### config.mk
export PLATFORM = sky130hd
export DESIGN_NAME = cxu_l2_initiator_flat
export DESIGN_NICKNAME = d
export VERILOG_FILES = /design/src/rtl/cxu_l2_initiator_if.sv /design/src/rtl/cxu_l2_initiator.sv /design/src/flat_wrapper.sv
export SDC_FILE = /design/constraint.sdc
export NUM_CORES = 1
export LEC_CHECK = 0
export ABC_AREA = 1
export CORE_MARGIN = 4
export CORE_UTILIZATION = 48
export DETAILED_ROUTE_END_ITERATION = 8
export HOLD_SLACK_MARGIN = 0.08
export MAX_ROUTING_LAYER = met4
export PLACE_DENSITY = 0.82
export RECOVER_POWER = 25
export SYNTH_ARGS = -nofsm -noshare
export SYNTH_HDL_FRONTEND = slang
export SYNTH_SLANG_ARGS = --single-unit
### constraint.sdc
create_clock -name clk -period 3.6 [get_ports clk]
set_input_delay 0.36 -clock clk [delete_from_list [all_inputs] [get_ports clk]]
set_output_delay 0.36 -clock clk [all_outputs]
set_load 0.02 [all_outputs]
### src/rtl/cxu_l2_initiator_if.sv
// CXU-L2 initiator bundle: core command/response side and L2 request/response side.
// master = initiator view, slave = core + L2 environment view.
interface cxu_l2_initiator_if #(
    parameter int CXU_N_CXUS    = 1,
    parameter int CXU_FUNC_ID_W = 10,
    parameter int CXU_DATA_W    = 32,
    parameter int CXU_STATUS_W  = 3
);
    localparam int CXU_ID_W = (CXU_N_CXUS > 1) ? $clog2(CXU_N_CXUS) : 1;

    logic                     cmd_valid;
    logic                     cmd_ready;
    logic [CXU_ID_W-1:0]      cmd_cxu;
    logic [CXU_FUNC_ID_W-1:0] cmd_func;
    logic [CXU_DATA_W-1:0]    cmd_data0;
    logic [CXU_DATA_W-1:0]    cmd_data1;

    logic                     req_valid;
    logic                     req_ready;
    logic [CXU_ID_W-1:0]      req_cxu;
    logic [CXU_FUNC_ID_W-1:0] req_func;
    logic [CXU_DATA_W-1:0]    req_data0;
    logic [CXU_DATA_W-1:0]    req_data1;

    logic                     resp_valid;
    logic                     resp_ready;
    logic [CXU_STATUS_W-1:0]  resp_status;
    logic [CXU_DATA_W-1:0]    resp_data;

    logic                     rsp_valid;
    logic                     rsp_ready;
    logic [CXU_STATUS_W-1:0]  rsp_status;
    logic [CXU_DATA_W-1:0]    rsp_data;

    modport master (
        input  cmd_valid, cmd_cxu, cmd_func, cmd_data0, cmd_data1,
        output cmd_ready,
        output req_valid, req_cxu, req_func, req_data0, req_data1,
        input  req_ready,
        input  resp_valid, resp_status, resp_data,
        output resp_ready,
        output rsp_valid, rsp_status, rsp_data,
        input  rsp_ready
    );

    modport slave (
        output cmd_valid, cmd_cxu, cmd_func, cmd_data0, cmd_data1,
        input  cmd_ready,
        input  req_valid, req_cxu, req_func, req_data0, req_data1,
        output req_ready,
        output resp_valid, resp_status, resp_data,
        input  resp_ready,
        input  rsp_valid, rsp_status, rsp_data,
        output rsp_ready
    );
endinterface

### src/rtl/cxu_l2_initiator.sv
// CXU-L2 initiator: issues core commands as L2 requests and returns responses
// in order through a credit-protected FIFO.
// Ports: clk, rst_n (async, active low), clk_en (global hold), bus (master
// view: cmd/req/resp/rsp handshakes), busy (credits outstanding),
// err_unexp (sticky: response with nothing in flight).
// Optional macro CXU_L2_INITIATOR_TIMEOUT_EN adds a response watchdog and
// the sticky err_timeout output.
module cxu_l2_initiator #(
    parameter int CXU_N_CXUS    = 1,
    parameter int CXU_FUNC_ID_W = 10,
    parameter int CXU_DATA_W    = 32,
    parameter int CXU_STATUS_W  = 3,
    parameter int DEPTH         = 4,
    parameter int TIMEOUT       = 255
) (
    input  logic                  clk,
    input  logic                  rst_n,
    input  logic                  clk_en,
    cxu_l2_initiator_if.master    bus,
    output logic                  busy,
    output logic                  err_unexp
`ifdef CXU_L2_INITIATOR_TIMEOUT_EN
    ,
    output logic                  err_timeout
`endif
);
    localparam int CXU_ID_W = (CXU_N_CXUS > 1) ? $clog2(CXU_N_CXUS) : 1;
    localparam int IDX_W    = $clog2(DEPTH);
    localparam int CNT_W    = $clog2(DEPTH + 1);
    localparam int ENT_W    = CXU_STATUS_W + CXU_DATA_W;

    logic                     req_valid_q, req_valid_d;
    logic [CXU_ID_W-1:0]      req_cxu_q;
    logic [CXU_FUNC_ID_W-1:0] req_func_q;
    logic [CXU_DATA_W-1:0]    req_data0_q;
    logic [CXU_DATA_W-1:0]    req_data1_q;

    logic [CNT_W-1:0]         credit_q, credit_d;
    logic [CNT_W-1:0]         inflight_q, inflight_d;
    logic [CNT_W-1:0]         count_q, count_d;
    logic [IDX_W-1:0]         wr_ptr_q, wr_ptr_d;
    logic [IDX_W-1:0]         rd_ptr_q, rd_ptr_d;
    logic [ENT_W-1:0]         mem_q [DEPTH];
    logic                     err_unexp_q, err_unexp_d;

    logic                     cmd_ready;
    logic                     cmd_hs, req_hs, rsp_hs;
    logic                     resp_acc, resp_push, push;
    logic                     to_fire;
    logic [ENT_W-1:0]         push_ent;

    assign cmd_ready = clk_en && (credit_q < CNT_W'(DEPTH))
                       && (!req_valid_q || bus.req_ready);
    assign cmd_hs    = cmd_ready && bus.cmd_valid;
    assign req_hs    = clk_en && req_valid_q && bus.req_ready;
    assign rsp_hs    = clk_en && (count_q != '0) && bus.rsp_ready;
    assign resp_acc  = clk_en && bus.resp_valid;
    // A response with nothing outstanding is dropped, never stored.
    assign resp_push = resp_acc && (inflight_q != '0);

    assign bus.cmd_ready  = cmd_ready;
    assign bus.req_valid  = req_valid_q;
    assign bus.req_cxu    = req_cxu_q;
    assign bus.req_func   = req_func_q;
    assign bus.req_data0  = req_data0_q;
    assign bus.req_data1  = req_data1_q;
    assign bus.resp_ready = clk_en;
    assign bus.rsp_valid  = (count_q != '0);
    assign {bus.rsp_status, bus.rsp_data} = mem_q[rd_ptr_q];
    assign busy      = (credit_q != '0);
    assign err_unexp = err_unexp_q;

`ifdef CXU_L2_INITIATOR_TIMEOUT_EN
    localparam int TW = (TIMEOUT > 1) ? $clog2(TIMEOUT + 1) : 1;

    logic [TW-1:0] tmr_q, tmr_d;
    logic          err_to_q, err_to_d;

    // Fires on the cycle the count would reach TIMEOUT; a real response
    // in the same cycle wins and restarts the watchdog.
    assign to_fire = clk_en && (inflight_q != '0) && !resp_push
                     && (tmr_q == TW'(TIMEOUT - 1));

    always_comb begin
        tmr_d    = tmr_q;
        err_to_d = err_to_q | to_fire;
        if (clk_en) begin
            if (resp_acc || inflight_q == '0 || to_fire) begin
                tmr_d = '0;
            end else begin
                tmr_d = tmr_q + TW'(1);
            end
        end
    end

    always_ff @(posedge clk or negedge rst_n) begin
        if (!rst_n) begin
            tmr_q    <= '0;
            err_to_q <= 1'b0;
        end else begin
            tmr_q    <= tmr_d;
            err_to_q <= err_to_d;
        end
    end

    assign err_timeout = err_to_q;
`else
    assign to_fire = 1'b0;
`endif

    assign push     = resp_push || to_fire;
    assign push_ent = resp_push ? {bus.resp_status, bus.resp_data}
                                : {{CXU_STATUS_W{1'b1}}, {CXU_DATA_W{1'b0}}};

    always_comb begin
        req_valid_d = req_valid_q;
        if (cmd_hs) begin
            req_valid_d = 1'b1;
        end else if (req_hs) begin
            req_valid_d = 1'b0;
        end
        credit_d    = credit_q + CNT_W'(cmd_hs) - CNT_W'(rsp_hs);
        inflight_d  = inflight_q + CNT_W'(req_hs) - CNT_W'(push);
        count_d     = count_q + CNT_W'(push) - CNT_W'(rsp_hs);
        wr_ptr_d    = push ? wr_ptr_q + IDX_W'(1) : wr_ptr_q;
        rd_ptr_d    = rsp_hs ? rd_ptr_q + IDX_W'(1) : rd_ptr_q;
        err_unexp_d = err_unexp_q | (resp_acc && inflight_q == '0);
    end

    always_ff @(posedge clk or negedge rst_n) begin
        if (!rst_n) begin
            req_valid_q <= 1'b0;
            credit_q    <= '0;
            inflight_q  <= '0;
            count_q     <= '0;
            wr_ptr_q    <= '0;
            rd_ptr_q    <= '0;
            err_unexp_q <= 1'b0;
        end else begin
            req_valid_q <= req_valid_d;
            credit_q    <= credit_d;
            inflight_q  <= inflight_d;
            count_q     <= count_d;
            wr_ptr_q    <= wr_ptr_d;
            rd_ptr_q    <= rd_ptr_d;
            err_unexp_q <= err_unexp_d;
        end
    end

    // Payload storage carries no reset; validity is tracked separately.
    always_ff @(posedge clk) begin
        if (cmd_hs) begin
            req_cxu_q   <= bus.cmd_cxu;
            req_func_q  <= bus.cmd_func;
            req_data0_q <= bus.cmd_data0;
            req_data1_q <= bus.cmd_data1;
        end
        if (push) begin
            mem_q[wr_ptr_q] <= push_ent;
        end
    end
endmodule

### src/flat_wrapper.sv
// flat-port wrapper written by rule: the top's interface ports become plain ports
module cxu_l2_initiator_flat 
#(
    parameter int CXU_N_CXUS    = 1,
    parameter int CXU_FUNC_ID_W = 10,
    parameter int CXU_DATA_W    = 32,
    parameter int CXU_STATUS_W  = 3,
    parameter int DEPTH         = 4,
    parameter int TIMEOUT       = 255
)
  (clk, rst_n, clk_en, busy, err_unexp, bus_cmd_valid, bus_cmd_cxu, bus_cmd_func, bus_cmd_data0, bus_cmd_data1, bus_cmd_ready, bus_req_valid, bus_req_cxu, bus_req_func, bus_req_data0, bus_req_data1, bus_req_ready, bus_resp_valid, bus_resp_status, bus_resp_data, bus_resp_ready, bus_rsp_valid, bus_rsp_status, bus_rsp_data, bus_rsp_ready);
  cxu_l2_initiator_if #(.CXU_N_CXUS(CXU_N_CXUS), .CXU_FUNC_ID_W(CXU_FUNC_ID_W), .CXU_DATA_W(CXU_DATA_W), .CXU_STATUS_W(CXU_STATUS_W)) bus_i ();
  input  logic clk;
  input  logic rst_n;
  input  logic clk_en;
  output logic busy;
  output logic err_unexp;
  input wire logic [$bits(bus_i.cmd_valid)-1:0] bus_cmd_valid;
  input wire logic [$bits(bus_i.cmd_cxu)-1:0] bus_cmd_cxu;
  input wire logic [$bits(bus_i.cmd_func)-1:0] bus_cmd_func;
  input wire logic [$bits(bus_i.cmd_data0)-1:0] bus_cmd_data0;
  input wire logic [$bits(bus_i.cmd_data1)-1:0] bus_cmd_data1;
  output wire logic [$bits(bus_i.cmd_ready)-1:0] bus_cmd_ready;
  output wire logic [$bits(bus_i.req_valid)-1:0] bus_req_valid;
  output wire logic [$bits(bus_i.req_cxu)-1:0] bus_req_cxu;
  output wire logic [$bits(bus_i.req_func)-1:0] bus_req_func;
  output wire logic [$bits(bus_i.req_data0)-1:0] bus_req_data0;
  output wire logic [$bits(bus_i.req_data1)-1:0] bus_req_data1;
  input wire logic [$bits(bus_i.req_ready)-1:0] bus_req_ready;
  input wire logic [$bits(bus_i.resp_valid)-1:0] bus_resp_valid;
  input wire logic [$bits(bus_i.resp_status)-1:0] bus_resp_status;
  input wire logic [$bits(bus_i.resp_data)-1:0] bus_resp_data;
  output wire logic [$bits(bus_i.resp_ready)-1:0] bus_resp_ready;
  output wire logic [$bits(bus_i.rsp_valid)-1:0] bus_rsp_valid;
  output wire logic [$bits(bus_i.rsp_status)-1:0] bus_rsp_status;
  output wire logic [$bits(bus_i.rsp_data)-1:0] bus_rsp_data;
  input wire logic [$bits(bus_i.rsp_ready)-1:0] bus_rsp_ready;
  assign bus_i.cmd_valid = bus_cmd_valid;
  assign bus_i.cmd_cxu = bus_cmd_cxu;
  assign bus_i.cmd_func = bus_cmd_func;
  assign bus_i.cmd_data0 = bus_cmd_data0;
  assign bus_i.cmd_data1 = bus_cmd_data1;
  assign bus_cmd_ready = bus_i.cmd_ready;
  assign bus_req_valid = bus_i.req_valid;
  assign bus_req_cxu = bus_i.req_cxu;
  assign bus_req_func = bus_i.req_func;
  assign bus_req_data0 = bus_i.req_data0;
  assign bus_req_data1 = bus_i.req_data1;
  assign bus_i.req_ready = bus_req_ready;
  assign bus_i.resp_valid = bus_resp_valid;
  assign bus_i.resp_status = bus_resp_status;
  assign bus_i.resp_data = bus_resp_data;
  assign bus_resp_ready = bus_i.resp_ready;
  assign bus_rsp_valid = bus_i.rsp_valid;
  assign bus_rsp_status = bus_i.rsp_status;
  assign bus_rsp_data = bus_i.rsp_data;
  assign bus_i.rsp_ready = bus_rsp_ready;
  cxu_l2_initiator #(.CXU_N_CXUS(CXU_N_CXUS), .CXU_FUNC_ID_W(CXU_FUNC_ID_W), .CXU_DATA_W(CXU_DATA_W), .CXU_STATUS_W(CXU_STATUS_W), .DEPTH(DEPTH), .TIMEOUT(TIMEOUT)) u_core (.clk(clk), .rst_n(rst_n), .clk_en(clk_en), .bus(bus_i), .busy(busy), .err_unexp(err_unexp));
endmodule
==> Word level (Yosys, flattened, before mapping) <==
Memory sizes are Yosys's and may differ from the RTL's.
Index checks and enable logic that the tools add are counted.
{ "op_classes": {"add_sub_neg": 8, "order_cmp": 1, "n_mux": 5, "bitwise_logic": 1, "n_reduce_logical": 17} }
{ "op_table": {"columns": ["cell", "count"], "rows": [
  ["$mux W35", 1],
  ["$logic_and A1 B1 Y1", 10],
  ["$add A3 B1 Y3", 3],
  ["$reduce_bool A3 Y1", 3],
  ["$sub A3 B1 Y3", 3],
  ["$add A2 B1 Y2 const B", 2],
  ["$mux W1", 4],
  ["$logic_not A3 Y1", 1],
  ["$lt A3 B3 Y1 const B", 1],
  ["$reduce_bool A2 Y1", 1],
  ["$logic_not A1 Y1", 1],
  ["$logic_or A1 B1 Y1", 1],
  ["$or A1 B1 Y1", 1]
]} }
{ "word_totals": {"ff_bits": 90, "ramBits": 140, "word_cells": 44, "mem_count": 1} }
{ "memory_table": {"columns": ["name", "depth", "width", "rd", "rd_clocked_by_memory_dff", "write_ports", "line_no", "rtl"], "rows": [
  ["u_core.mem_q", 4, 35, 1, 0, 1, "cxu_l2_initiator.sv:43", "logic [ENT_W-1:0] mem_q [DEPTH];"]
]} }

==> Longest topological paths before layout <==
Gate-level depths: netlist of the first run.
{ "logic_depth": {"ltp_word": 6, "mapped_depth": 11} }

==> Worst setup path before layout of the first run <==
Ideal clock, no wire load.
{ "synth_path": {"kind": "reg2reg", "startpoint": "register u_core.req_valid_q, in the netlist u_core.bus.req_valid", "endpoint": "register u_core.credit_q[1]", "setup_time_ns": 0.135, "arrival_time_ns": 2.910, "required_time_ns": 3.465, "slack_ns": 0.554, "path_stages_with_launch": 6, "path_buffers": 0, "cell_sequence": "dfrtp_1 -> nand2_1 -> nand4_1 -> inv_1 -> ha_1 -> fa_1"} }
{ "synth_between": {"elab_chain_len": 6} }
{ "synth_rtl": {"columns": ["element", "line_no", "rtl"], "rows": [
  ["from (decl)", "cxu_l2_initiator.sv:32", "logic req_valid_q, req_valid_d;"],
  ["from (signal assigned)", "cxu_l2_initiator.sv:140", "req_valid_q <= req_valid_d;"],
  ["$logic_not A1 Y1", "cxu_l2_initiator.sv:53", "&& (!req_valid_q || bus.req_ready);"],
  ["$logic_or A1 B1 Y1", "cxu_l2_initiator.sv:53", null],
  ["$logic_and A1 B1 Y1", "cxu_l2_initiator.sv:53", null],
  ["$logic_and A1 B1 Y1", "cxu_l2_initiator.sv:54", "assign cmd_hs = cmd_ready && bus.cmd_valid;"],
  ["named net u_core.cmd_hs", "cxu_l2_initiator.sv:47", "logic cmd_hs, req_hs, rsp_hs;"],
  ["$add A3 B1 Y3", "cxu_l2_initiator.sv:122", "credit_d = credit_q + CNT_W'(cmd_hs) - CNT_W'(rsp_hs);"],
  ["$sub A3 B1 Y3", "cxu_l2_initiator.sv:122", null],
  ["named net u_core.credit_d[1]", "cxu_l2_initiator.sv:38", "logic [CNT_W-1:0] credit_q, credit_d;"],
  ["to (signal assigned)", "cxu_l2_initiator.sv:141", "credit_q <= credit_d;"],
  ["to (decl)", "cxu_l2_initiator.sv:38", null]
]} }
The timed path passes the listed nets, and every way through them passes these cells.
A chain may end at the register's enable or synchronous reset.

==> Worst setup path after layout of the first run <==
{ "layout_path": {"startpoint": "register u_core.rd_ptr_q[0]", "endpoint": "output bus_rsp_data[24]"} }
{ "layout_between": {"elab_chain_len": 1} }
{ "layout_rtl": {"columns": ["element", "line_no", "rtl"], "rows": [
  ["from (decl)", "cxu_l2_initiator.sv:42", "logic [IDX_W-1:0] rd_ptr_q, rd_ptr_d;"],
  ["from (signal assigned)", "cxu_l2_initiator.sv:145", "rd_ptr_q <= rd_ptr_d;"],
  ["$mem_v2 Z4 W35", null, null],
  ["to (decl)", "flat_wrapper.sv:36", "output wire logic [$bits(bus_i.rsp_data)-1:0] bus_rsp_data;"]
]} }
No other way between the ends.

==> summary.md, run 1 <==
| Metric | Value |
|---|---|
| Critical path cell sequence | inv_2, buf_12, o21ai_0, o22ai_1, clkdlybuf4s50_1 |
| Largest net degree at the start of global routing | 76 |
| Seq/Total Area, Yosys | roughly four fifths |
| Initial antenna violation count | 5 |
| CTS sink count | 230 |
| Dpl cell area | approximately 11,000 um2 |
| Synth Register Bits | between 200 and 250 |
| Final hold violations | 0 |
| DR WL/cell | 19.24 um |
| Worst slew pin tran | about 0.74 ns |
| Top cells by area, synth | edfxtp_1 75%, nor2_1 4.8%, dfrtp_1 4.4% |
| Global placer's final weighted congestion | around 0.84 |
| VDD IR max | between 600 and 700 uV |
| Drt first pass iters | 5 |
| Area leader, netlist | edfxtp_1 |
| Starting Density | 49.22% |
| Fmax | around 330 MHz |
| Residual DRC | 0 |
| Crit path kind | register to output port |
| Setup Buffers After CTS | 0 |
| H-tree depth | 1 |
| Critical-path top delay cell | clkdlybuf4s50_1 |
| Vias after detailed routing | around 5,500 |
| Final setup TNS | 0 ns |
| Share of cells above drive strength 1 | 5.615% |
| HPWL Detailed | roughly 14 mm |
| Total grt overflow | 0 |
| Final Max Slew Viols | 0 |
| Port buffer count | about 230 |
| Synth unique cells | 26 |
| CTS tree | yes |
| Crit Path Max Fanout | 38 |
| Post-Route WL | between 20 and 25 mm |
| CP max stage delay | around 0.67 ns |
| Synthesized area per cell | between 10 and 15 um2 |
| Clock Path Buffers | 3 |
| Max Cap Viol | 0 |
| Clock Tree Root | clkbuf_16 |
| Worst setup EP type | output port |
| First-pass GRT wire length | ~31 mm |
| RSZ-0062 raised after global routing | no |
| CP Data Required Time | ~3.2 ns |
| Post-synth top area share | ~75% |
| Top delay family on crit path | buffers and inverters |
| Vias per cell | roughly 5.2 |
| Clock-pin slew on the worst setup and hold paths | approximately 0.06 ns |
| Crit path DAT | between 2 and 3 ns |
| Worst min path class | input pin to asynchronous set/reset pin |
| Multi-input logic area | approximately 1400 um2 |
| Status | finished, final reports clean |
| Area Overhead vs Synth | 38.29% |
| Dpl cells | approximately 1,000 |
| Num ports | between 200 and 250 |
| Final non-filler cell total | between 1,000 and 1,500 |
| Syn_nets | between 700 and 800 |
| Pwr Total | ~8.5 mW |
| Core area | ~17,000 um2 |
| Core Rows | 48 |
| Fin nets | between 900 and 1,000 |
| R2R setup slack | 0.88 ns |
| Fin crit share | about 85% |
| Rel. slew slack | 50.29% |
| Chip Width | 141.6 um |
| Final core occ | 68.06% |
| Critical path buffer and inverter count | 3 |
| Die Height | between 100 and 150 um |
| Syn. warnings | 0 |
| Clk Latency, worst-skew pair | around 0.50 ns |
| Cts hold-fix bufs | 0 |
| Post-Syn Instances | a little under 600 |
| Fin crit period | roughly 3.1 ns |
| Fin area | 11,850 um2 |
| Static Leak | between 4 and 5 nW |
| Gates resized, CTS repair | 0 |
| Gr usage total | 20.47% |
| CTS Buf Count | 23 |
| Pwr Density | between 700 and 800 nW/um2 |
| Reg area | between 6000 and 7000 um2 |
| ANT nets after route | 0 |
| Worst setup SP type | register |
| Initial DRC Count | approximately 470 |
| DIE AREA | approximately 20,000 um2 |
| Final Skew | 0.01277 ns |
| Number of fill cells in the layout | ~1,200 |
| Vias in the first global route | ~5,600 |
| Post-Syn Area | 8572 um2 |
| Final-report setup violation count | 0 |
[kinds of logic (layout without fill, tap and decap cells)]
kind of cell    count (synthesis)  in the layout  share of synthesized area, %
simple gates                  137            137                         6.393
compound gates                107            107                         6.787
fa+ha+maj                      13             13                         2.160
other cells                     0              3                             0
flops                         230            230                         79.70
buf+inv                        89            344                         4.350
xor+xnor                        6              6                        0.6132
[metrics by stage]
step	hold slack, ns	setup WS [ns]
finish	0.3417	0.5301
global route	0.3887	0.4131
CTS	0.2752	0.5345
detailed placement	0.5044	0.8008
global placement	0.5038	0.8687
floorplan	0.06441	0.5543
[registers in the layout, summed over array words and instances (netlist names)]
| register | cells |
|---|---|
| u_core.err_unexp | 1 |
| u_core.wr_ptr_q | 2 |
| u_core.count_q | 3 |
| u_core.bus.req_data0 | 32 |
| u_core.bus.req_valid | 1 |
| u_core.credit_q | 3 |
| u_core.rd_ptr_q | 2 |
| u_core.bus.req_data1 | 32 |
| u_core.bus.req_func | 10 |
| u_core.inflight_q | 3 |
| u_core.bus.req_cxu | 1 |
| u_core.mem_q | 140 |
[layout make-up]
type                            count  share of cell area [%]
Multi-Input combinational cell    263                   11.66
Sequential cell                   230                   57.64
Clock inverter                     13                  0.9077
Timing Repair Buffer              241                   20.37
Antenna cell                        3                 0.06333
Inverter                           62                   1.963
Clock buffer                       28                   5.014
Tap cell                          225                   2.375
[per-layer routing]
layer / GRT usage, % / vias to the layer above / share of wire (%)
met5: - / - / 0
met2: 35.85 / 295 / 52
li1: - / 2545 / -
met1: 23.34 / 2644 / 36
met4: 4.747 / 0 / 1.8
met3: 6.033 / 28 / 10
[where the power goes]
part           internal, mW  total, mW  switching (mW)
clock network          1.31       2.24           0.928
registers              3.31       3.43           0.114
logic                  1.12       2.79            1.67
[worst paths after layout]
path                            cells after the start                       to                  from
worst min register to register                      1         u_core.err_unexp      u_core.err_unexp
worst min-delay path                                1     u_core.inflight_q[0]                 rst_n
min in group clk                                    1  u_core.bus.req_data1[0]      bus_cmd_data1[0]
worst max register to register                     11     u_core.inflight_q[2]  u_core.inflight_q[1]
worst max-delay path                                5         bus_rsp_data[24]    u_core.rd_ptr_q[0]
max in group asynchronous                           1       u_core.rd_ptr_q[0]                 rst_n
[worst reg2reg max path: stages, from the launching register on]
cell and delay [ns]:
dfrtp_1 0.43, inv_1 0.07, nand3_1 0.09, nand2_1 0.57, inv_1 0.19, ha_1 0.33, inv_1 0.06, ha_1 0.14
inv_1 0.05, fa_1 0.37, xnor2_1 0.17, xor2_1 0.16
[layout by cell type, fill, tap and decap left out]
cell type | synthesis | final
edfxtp_1 | 215 | 215
clkdlybuf4s50_1 | 0 | 155
nor2_1 | 109 | 105
dlygate4sd3_1 | 0 | 77
inv_1 | 59 | 58
o21ai_0 | 50 | 50
o22ai_1 | 35 | 35
clkbuf_16 | 0 | 23
o21ai_1 | 21 | 21
nand2_1 | 17 | 19
dfrtp_1 | 15 | 14
ha_1 | 10 | 10
clkinv_1 | 0 | 9
buf_4 | 1 | 7
clkbuf_1 | 3 | 5
nor2_4 | 0 | 4
diode_2 | 0 | 3
nand3_1 | 2 | 3
xnor2_1 | 3 | 3
xor2_1 | 3 | 3
nand4_1 | 3 | 3
inv_2 | 3 | 3
fa_1 | 3 | 3
or2_2 | 2 | 2
clkinv_2 | 0 | 2
bufinv_16 | 0 | 2
buf_12 | 0 | 2
or2_1 | 1 | 1
o21bai_1 | 1 | 1
clkinvlp_4 | 0 | 1
dfrtp_2 | 0 | 1
[cell usage after synthesis]
cell,number
clkbuf_2,5
o22ai_1,35
xor2_1,3
o21ai_1,21
nand2_1,17
nand4_1,3
nand2_2,1
edfxtp_1,215
nand3_1,2
xnor2_1,3
inv_2,3
buf_2,17
nor2_1,109
dfrtp_1,15
ha_1,10
or2_2,2
clkbuf_1,3
nand3_2,1
nand2_4,1
o21bai_1,1
fa_1,3
buf_4,1
buf_6,1
o21ai_0,50
or2_1,1
inv_1,59
No activity file was read; power rests on OpenSTA's default activity.
==> run 2: changes to the inputs <==
--- a/config.mk
+++ b/config.mk
@@ -9,9 +9,10 @@
 export CORE_MARGIN = 4
 export CORE_UTILIZATION = 48
 export DETAILED_ROUTE_END_ITERATION = 8
+export GPL_TIMING_DRIVEN = 1
 export HOLD_SLACK_MARGIN = 0.08
 export MAX_ROUTING_LAYER = met4
-export PLACE_DENSITY = 0.82
+export PLACE_DENSITY = 0.8
 export RECOVER_POWER = 25
 export SYNTH_ARGS = -nofsm -noshare
 export SYNTH_HDL_FRONTEND = slang
==> summary.md, run 2 (same netlist as run 1, synthesis figures left out) <==
| Metric | Value |
|---|---|
| Most common cell after layout, fill and taps aside | edfxtp_1 |
| Residual DRC | 0 |
| Gates resized, CTS repair | 0 |
| Num ports | 233 |
| Crit Path Max Fanout | 26 |
| Critical path origin | u_core.rd_ptr_q[0] |
| ANT nets after route | 0 |
| Top reg by flops | u_core.mem_q |
| Worst min path class | input pin to asynchronous set/reset pin |
| Commonest non-fill, non-tap cells in the layout | 215 x edfxtp_1, 155 x clkdlybuf4s50_1, 105 x nor2_1, 77 x dlygate4sd3_1, 59 x inv_1 |
| Final hold violations | 0 |
| Critical path cell sequence | inv_2, buf_4, o21ai_0, o22ai_1, clkdlybuf4s50_1 |
| Rel. slew slack | approximately half |
| Max Cap Viol | 0 |
| Gr usage total | around a fifth |
| Core Rows | 48 |
| Worst slew pin tran | around 0.73 ns |
| CP Data Required Time | 3.24 ns |
| Worst setup SP type | register |
| Cts hold-fix bufs | 0 |
| Vias in the first global route | ~5,500 |
| Vias per cell | approximately 5.1 |
| First-pass GRT wire length | slightly above 30 mm |
| Port buffer count | about 230 |
| Clk Latency, worst-skew pair | approximately 0.5 ns |
| R2R setup slack | 0.96 ns |
| Reg-to-reg endpoint | u_core.inflight_q[2] |
| Critical path buffer and inverter count | 3 |
| Vias after detailed routing | 5,404 |
| Reg2reg path depth | 11 |
| Final Skew | about 0.012 ns |
| H-tree depth | 1 |
| Clock Path Buffers | 3 |
| CTS Buf Count | 23 |
| Worst setup EP type | output port |
| Global placer's final weighted congestion | 0.8525 |
| VDD IR max | approximately 500 uV |
| Final-report setup violation count | 0 |
| Drt first pass iters | 5 |
| Final Max Slew Viols | 0 |
| CTS sink count | 230 |
| Fin nets | 954 |
| DR WL/cell | around 19 um |
| Clock Tree Root | clkbuf_16 |
| CP max stage delay | around 0.65 ns |
| Fin crit period | between 3 and 4 ns |
| Final setup TNS | 0 ns |
| Clock-pin slew on the worst setup and hold paths | 0.06 ns |
| Area Overhead vs Synth | 38.86% |
| Share of cells above drive strength 1 | under 10% |
| CTS tree | yes |
| Setup Buffers After CTS | 0 |
| Fin crit share | between 80% and 90% |
| Crit path kind | register to output port |
| Post-Route WL | between 20 and 25 mm |
| Initial antenna violation count | 1 |
| Chip Width | around 140 um |
| Max reg flops | 140 |
| Status | finished, final reports clean |
| Critical-path top delay cell | clkdlybuf4s50_1 |
| DIE AREA | between 20,000 and 25,000 um2 |
| Initial DRC Count | ~360 |
| Die Height | roughly 140 um |
| Pwr Total | roughly 8.4 mW |
| Worst r2r src | u_core.inflight_q[1] |
| Crit path DAT | about 2.7 ns |
| Largest net degree at the start of global routing | 76 |
| Fmax | about 330 MHz |
| Starting Density | about half |
| HPWL Detailed | 14.02 mm |
| Pwr Density | between 700 and 800 nW/um2 |
| Static Leak | around 4.4 nW |
| Top delay family on crit path | buffers and inverters |
| Total grt overflow | 0 |
| Core area | 17,420 um2 |
| RSZ-0062 raised after global routing | no |
run 2: worst max-delay path by stage:
stage | endpoint | slack (ns) | cells past startpoint
global route | bus_rsp_data[21] | 0.42 | 5
floorplan | u_core.credit_q[1] | 0.55 | 5
detailed placement | u_core.inflight_q[2] | 0.80 | 12
CTS | bus_rsp_data[19] | 0.52 | 5
finish | bus_rsp_data[21] | 0.56 | 5
global placement | u_core.inflight_q[2] | 0.84 | 12
run 2: per-stage QoR:
stage | setup slack, ns | hold WS, ns | instance area (um2) | utilization (%) | instances
5_1_grt | 0.4164 | 0.4345 | 11900 | 68.34 | 1067
2_1_floorplan | 0.5543 | 0.06441 | 8572 | - | 582
3_5_place_dp | 0.8017 | 0.4725 | 11210 | 64.35 | 1024
3_3_place_gp | 0.8413 | 0.4604 | 11210 | 64.35 | 1024
6_report | 0.5609 | 0.3657 | 11900 | 68.34 | 1067
4_1_cts | 0.5197 | 0.3026 | 11910 | 68.37 | 1066
run 2: layer usage:
layer / up-vias / global-route usage [%] / part of all wire, %
li1: 2546 / - / -
met1: 2587 / 22.06 / 36
met2: 237 / 36.79 / 54
met3: 34 / 5.831 / 8.9
met4: 0 / 4.495 / 1.8
met5: - / - / 0
run 2: report_power, final:
part	leakage (nW)	switching, mW	internal (mW)
Clock	0.347	0.943	1.27
Sequential	2.16	0.115	3.31
Combinational	1.85	1.66	1.13
Total	4.35	2.72	5.71
run 2: area by class of cell:
type / count / area [um2]
Fill cell: 1185 / 5514
Inverter: 62 / 232.7
Antenna cell: 1 / 2.502
Multi-Input combinational cell: 263 / 1390
Clock inverter: 12 / 88.84
Timing Repair Buffer: 244 / 2462
Tap cell: 225 / 281.5
Clock buffer: 30 / 611.8
Sequential cell: 230 / 6833
==> run 3: changes to the inputs <==
--- a/config.mk
+++ b/config.mk
@@ -7,12 +7,12 @@
 export LEC_CHECK = 0
 export ABC_AREA = 1
 export CORE_MARGIN = 4
-export CORE_UTILIZATION = 48
+export CORE_UTILIZATION = 43
 export DETAILED_ROUTE_END_ITERATION = 8
 export GPL_TIMING_DRIVEN = 1
 export HOLD_SLACK_MARGIN = 0.08
 export MAX_ROUTING_LAYER = met4
-export PLACE_DENSITY = 0.8
+export PLACE_DENSITY = 0.75
 export RECOVER_POWER = 25
 export SYNTH_ARGS = -nofsm -noshare
 export SYNTH_HDL_FRONTEND = slang
==> constraint.sdc (replaced) <==
create_clock -name clk -period 2.6 [get_ports clk]
set_input_delay 0.26 -clock clk [delete_from_list [all_inputs] [get_ports clk]]
set_output_delay 0.26 -clock clk [all_outputs]
set_load 0.02 [all_outputs]
==> summary.md, run 3 (same netlist as run 1, synthesis figures left out) <==
| Metric | Value |
|---|---|
| CP Data Required Time | 2.34 ns |
| Worst min path class | input pin to asynchronous set/reset pin |
| Worst r2r src | u_core.inflight_q[1] |
| Max Cap Viol | 0 |
| Global placer's final weighted congestion | 0.7571 |
| Area Overhead vs Synth | 41.88% |
| Vias in the first global route | approximately 5,600 |
| GR peak layer | met2 |
| DIE AREA | about 22,000 um2 |
| Final non-filler cell total | approximately 1,100 |
| Final setup TNS | 0 ns |
| Cts hold-fix bufs | 0 |
| Pwr Total | 12.04 mW |
| HPWL Detailed | 13.33 mm |
| Final Max Slew Viols | 0 |
| Fin crit share | roughly 97% |
| H-tree depth | 1 |
| Status | finished, final reports clean |
| Reg2reg path depth | 6 |
| Drt first pass iters | 4 |
| CTS Buf Count | 24 |
| Post-Route WL | slightly below 20 mm |
| Fmax | around 400 MHz |
| CTS tree | yes |
| Crit Path Max Fanout | 28 |
| Chip Width | 149.2 um |
| Die Height | about 150 um |
| Number of fill cells in the layout | approximately 1,500 |
| Multi-input logic area | ~1400 um2 |
| Final-report setup violation count | 0 |
| Reg-to-reg endpoint | u_core.mem_q[0][5] |
| Grt met2 use | around 31% |
| Gr usage total | between 10% and 20% |
| Final hold violations | 0 |
| RSZ-0062 raised after global routing | no |
| Pwr Density | roughly 1000 nW/um2 |
| Core Rows | 51 |
| Vias after detailed routing | about 5,400 |
| Fin crit period | ~2.5 ns |
| Static Leak | ~4.5 nW |
| Worst setup EP type | output port |
| Commonest non-fill, non-tap cells in the layout | 215 x edfxtp_1, 151 x clkdlybuf4s50_1, 106 x nor2_1, 76 x dlygate4sd3_1, 58 x inv_1 |
| CTS sink count | 230 |
| Top reg by flops | u_core.mem_q |
| GR Layer Usage met1 | about a fifth |
| Fin nets | ~960 |
| Clock Path Buffers | 3 |
| Most common cell after layout, fill and taps aside | edfxtp_1 |
| Clock Tree Root | clkbuf_16 |
| Dpl cell area | between 10,000 and 15,000 um2 |
| Total grt overflow | 0 |
| First-pass GRT wire length | 29.59 mm |
| Fin area | about 12,000 um2 |
| Rel. slew slack | about two fifths |
| Clock-pin slew on the worst setup and hold paths | about 0.060 ns |
| Vias per cell | approximately 4.9 |
| Crit path kind | register to output port |
| Worst setup SP type | register |
| Residual DRC | 0 |
| Final Skew | 0.009614 ns |
| Dpl cells | 1,070 |
| Core area | approximately 20,000 um2 |
| Initial antenna violation count | 2 |
| VDD IR max | 556.1 uV |
| Worst slew pin tran | between 0.9 and 1 ns |
| Starting Density | a little over two fifths |
| Share of cells above drive strength 1 | under 10% |
| Largest net degree at the start of global routing | 76 |
| ANT nets after route | 0 |
| DR WL/cell | roughly 18 um |
| R2R setup slack | around 0.34 ns |
| M3 GR Usage | ~5.4% |
| Max reg flops | 140 |
| Critical Path End | bus_rsp_data[24] |
| Critical path origin | u_core.rd_ptr_q[0] |
| Port buffer count | between 200 and 250 |
| Clk Latency, worst-skew pair | around 0.5 ns |
| Initial DRC Count | about 260 |
| Num ports | 233 |
| Final core occ | slightly above 60% |
| Reg area | 6834 um2 |
| Crit path DAT | approximately 2.3 ns |
==> run 3: routing by layer <==
layer / vias to the layer above / routed length [um]
met1: 2588 / 7385
met3: 28 / 1869
met2: 226 / 10030
li1: 2571 / -
met4: 0 / 290
met5: - / 0
==> run 3: stage by stage <==
stage          worst slack (ns)  hold slack, ns
2_1_floorplan          -0.09745        -0.03559
3_3_place_gp             0.3602          0.4631
3_5_place_dp             0.3223          0.4732
4_1_cts                 0.02268          0.1985
5_1_grt                0.001310          0.3280
6_report                0.08882          0.2657
==> run 3: final cells by class <==
type | instances | area share, %
clock inverters | 11 | 0.8539
well taps | 265 | 2.726
flip-flops and latches | 230 | 56.19
clock buffers | 33 | 5.473
inverters | 62 | 1.965
repair buffers | 250 | 21.23
diodes | 2 | 0.04115
multi-input cells | 263 | 11.51
==> run 3: repair_timing <==
| action | in CTS | in global routing |
|---|---|---|
| pin swaps | 0 | 0 |
| endpoints found under the setup margin | 24 | 6 |
| gates resized for setup | 3 | 6 |
| gates cloned | 0 | 0 |
| endpoints found under the hold margin | 0 | 0 |
| setup buffers | 0 | 0 |
==> run 3: worst min-delay path by stage <==
stage,depth (start not counted),slack [ns],to
4_1_cts,1,0.20,u_core.inflight_q[2]
3_3_place_gp,1,0.46,u_core.err_unexp
6_report,1,0.27,u_core.err_unexp
5_1_grt,1,0.33,u_core.err_unexp
3_5_place_dp,1,0.47,u_core.err_unexp
2_1_floorplan,0,-0.04,u_core.bus.req_valid
==> run 3: worst max-delay path, stage by stage (launching register included) <==
cell	delay, ns
dfrtp_2	0.45
inv_4	0.18
buf_12	0.20
nor2_1	0.05
o22ai_1	0.22
clkdlybuf4s50_1	0.65
==> run 3: report_power, final <==
| part | internal (mW) | total [mW] | switching (mW) |
|---|---|---|---|
| Sequential | 4.59 | 4.76 | 0.171 |
| Combinational | 1.69 | 4.01 | 2.32 |
| Clock | 1.99 | 3.28 | 1.29 |
| Total | 8.27 | 12.0 | 3.78 |
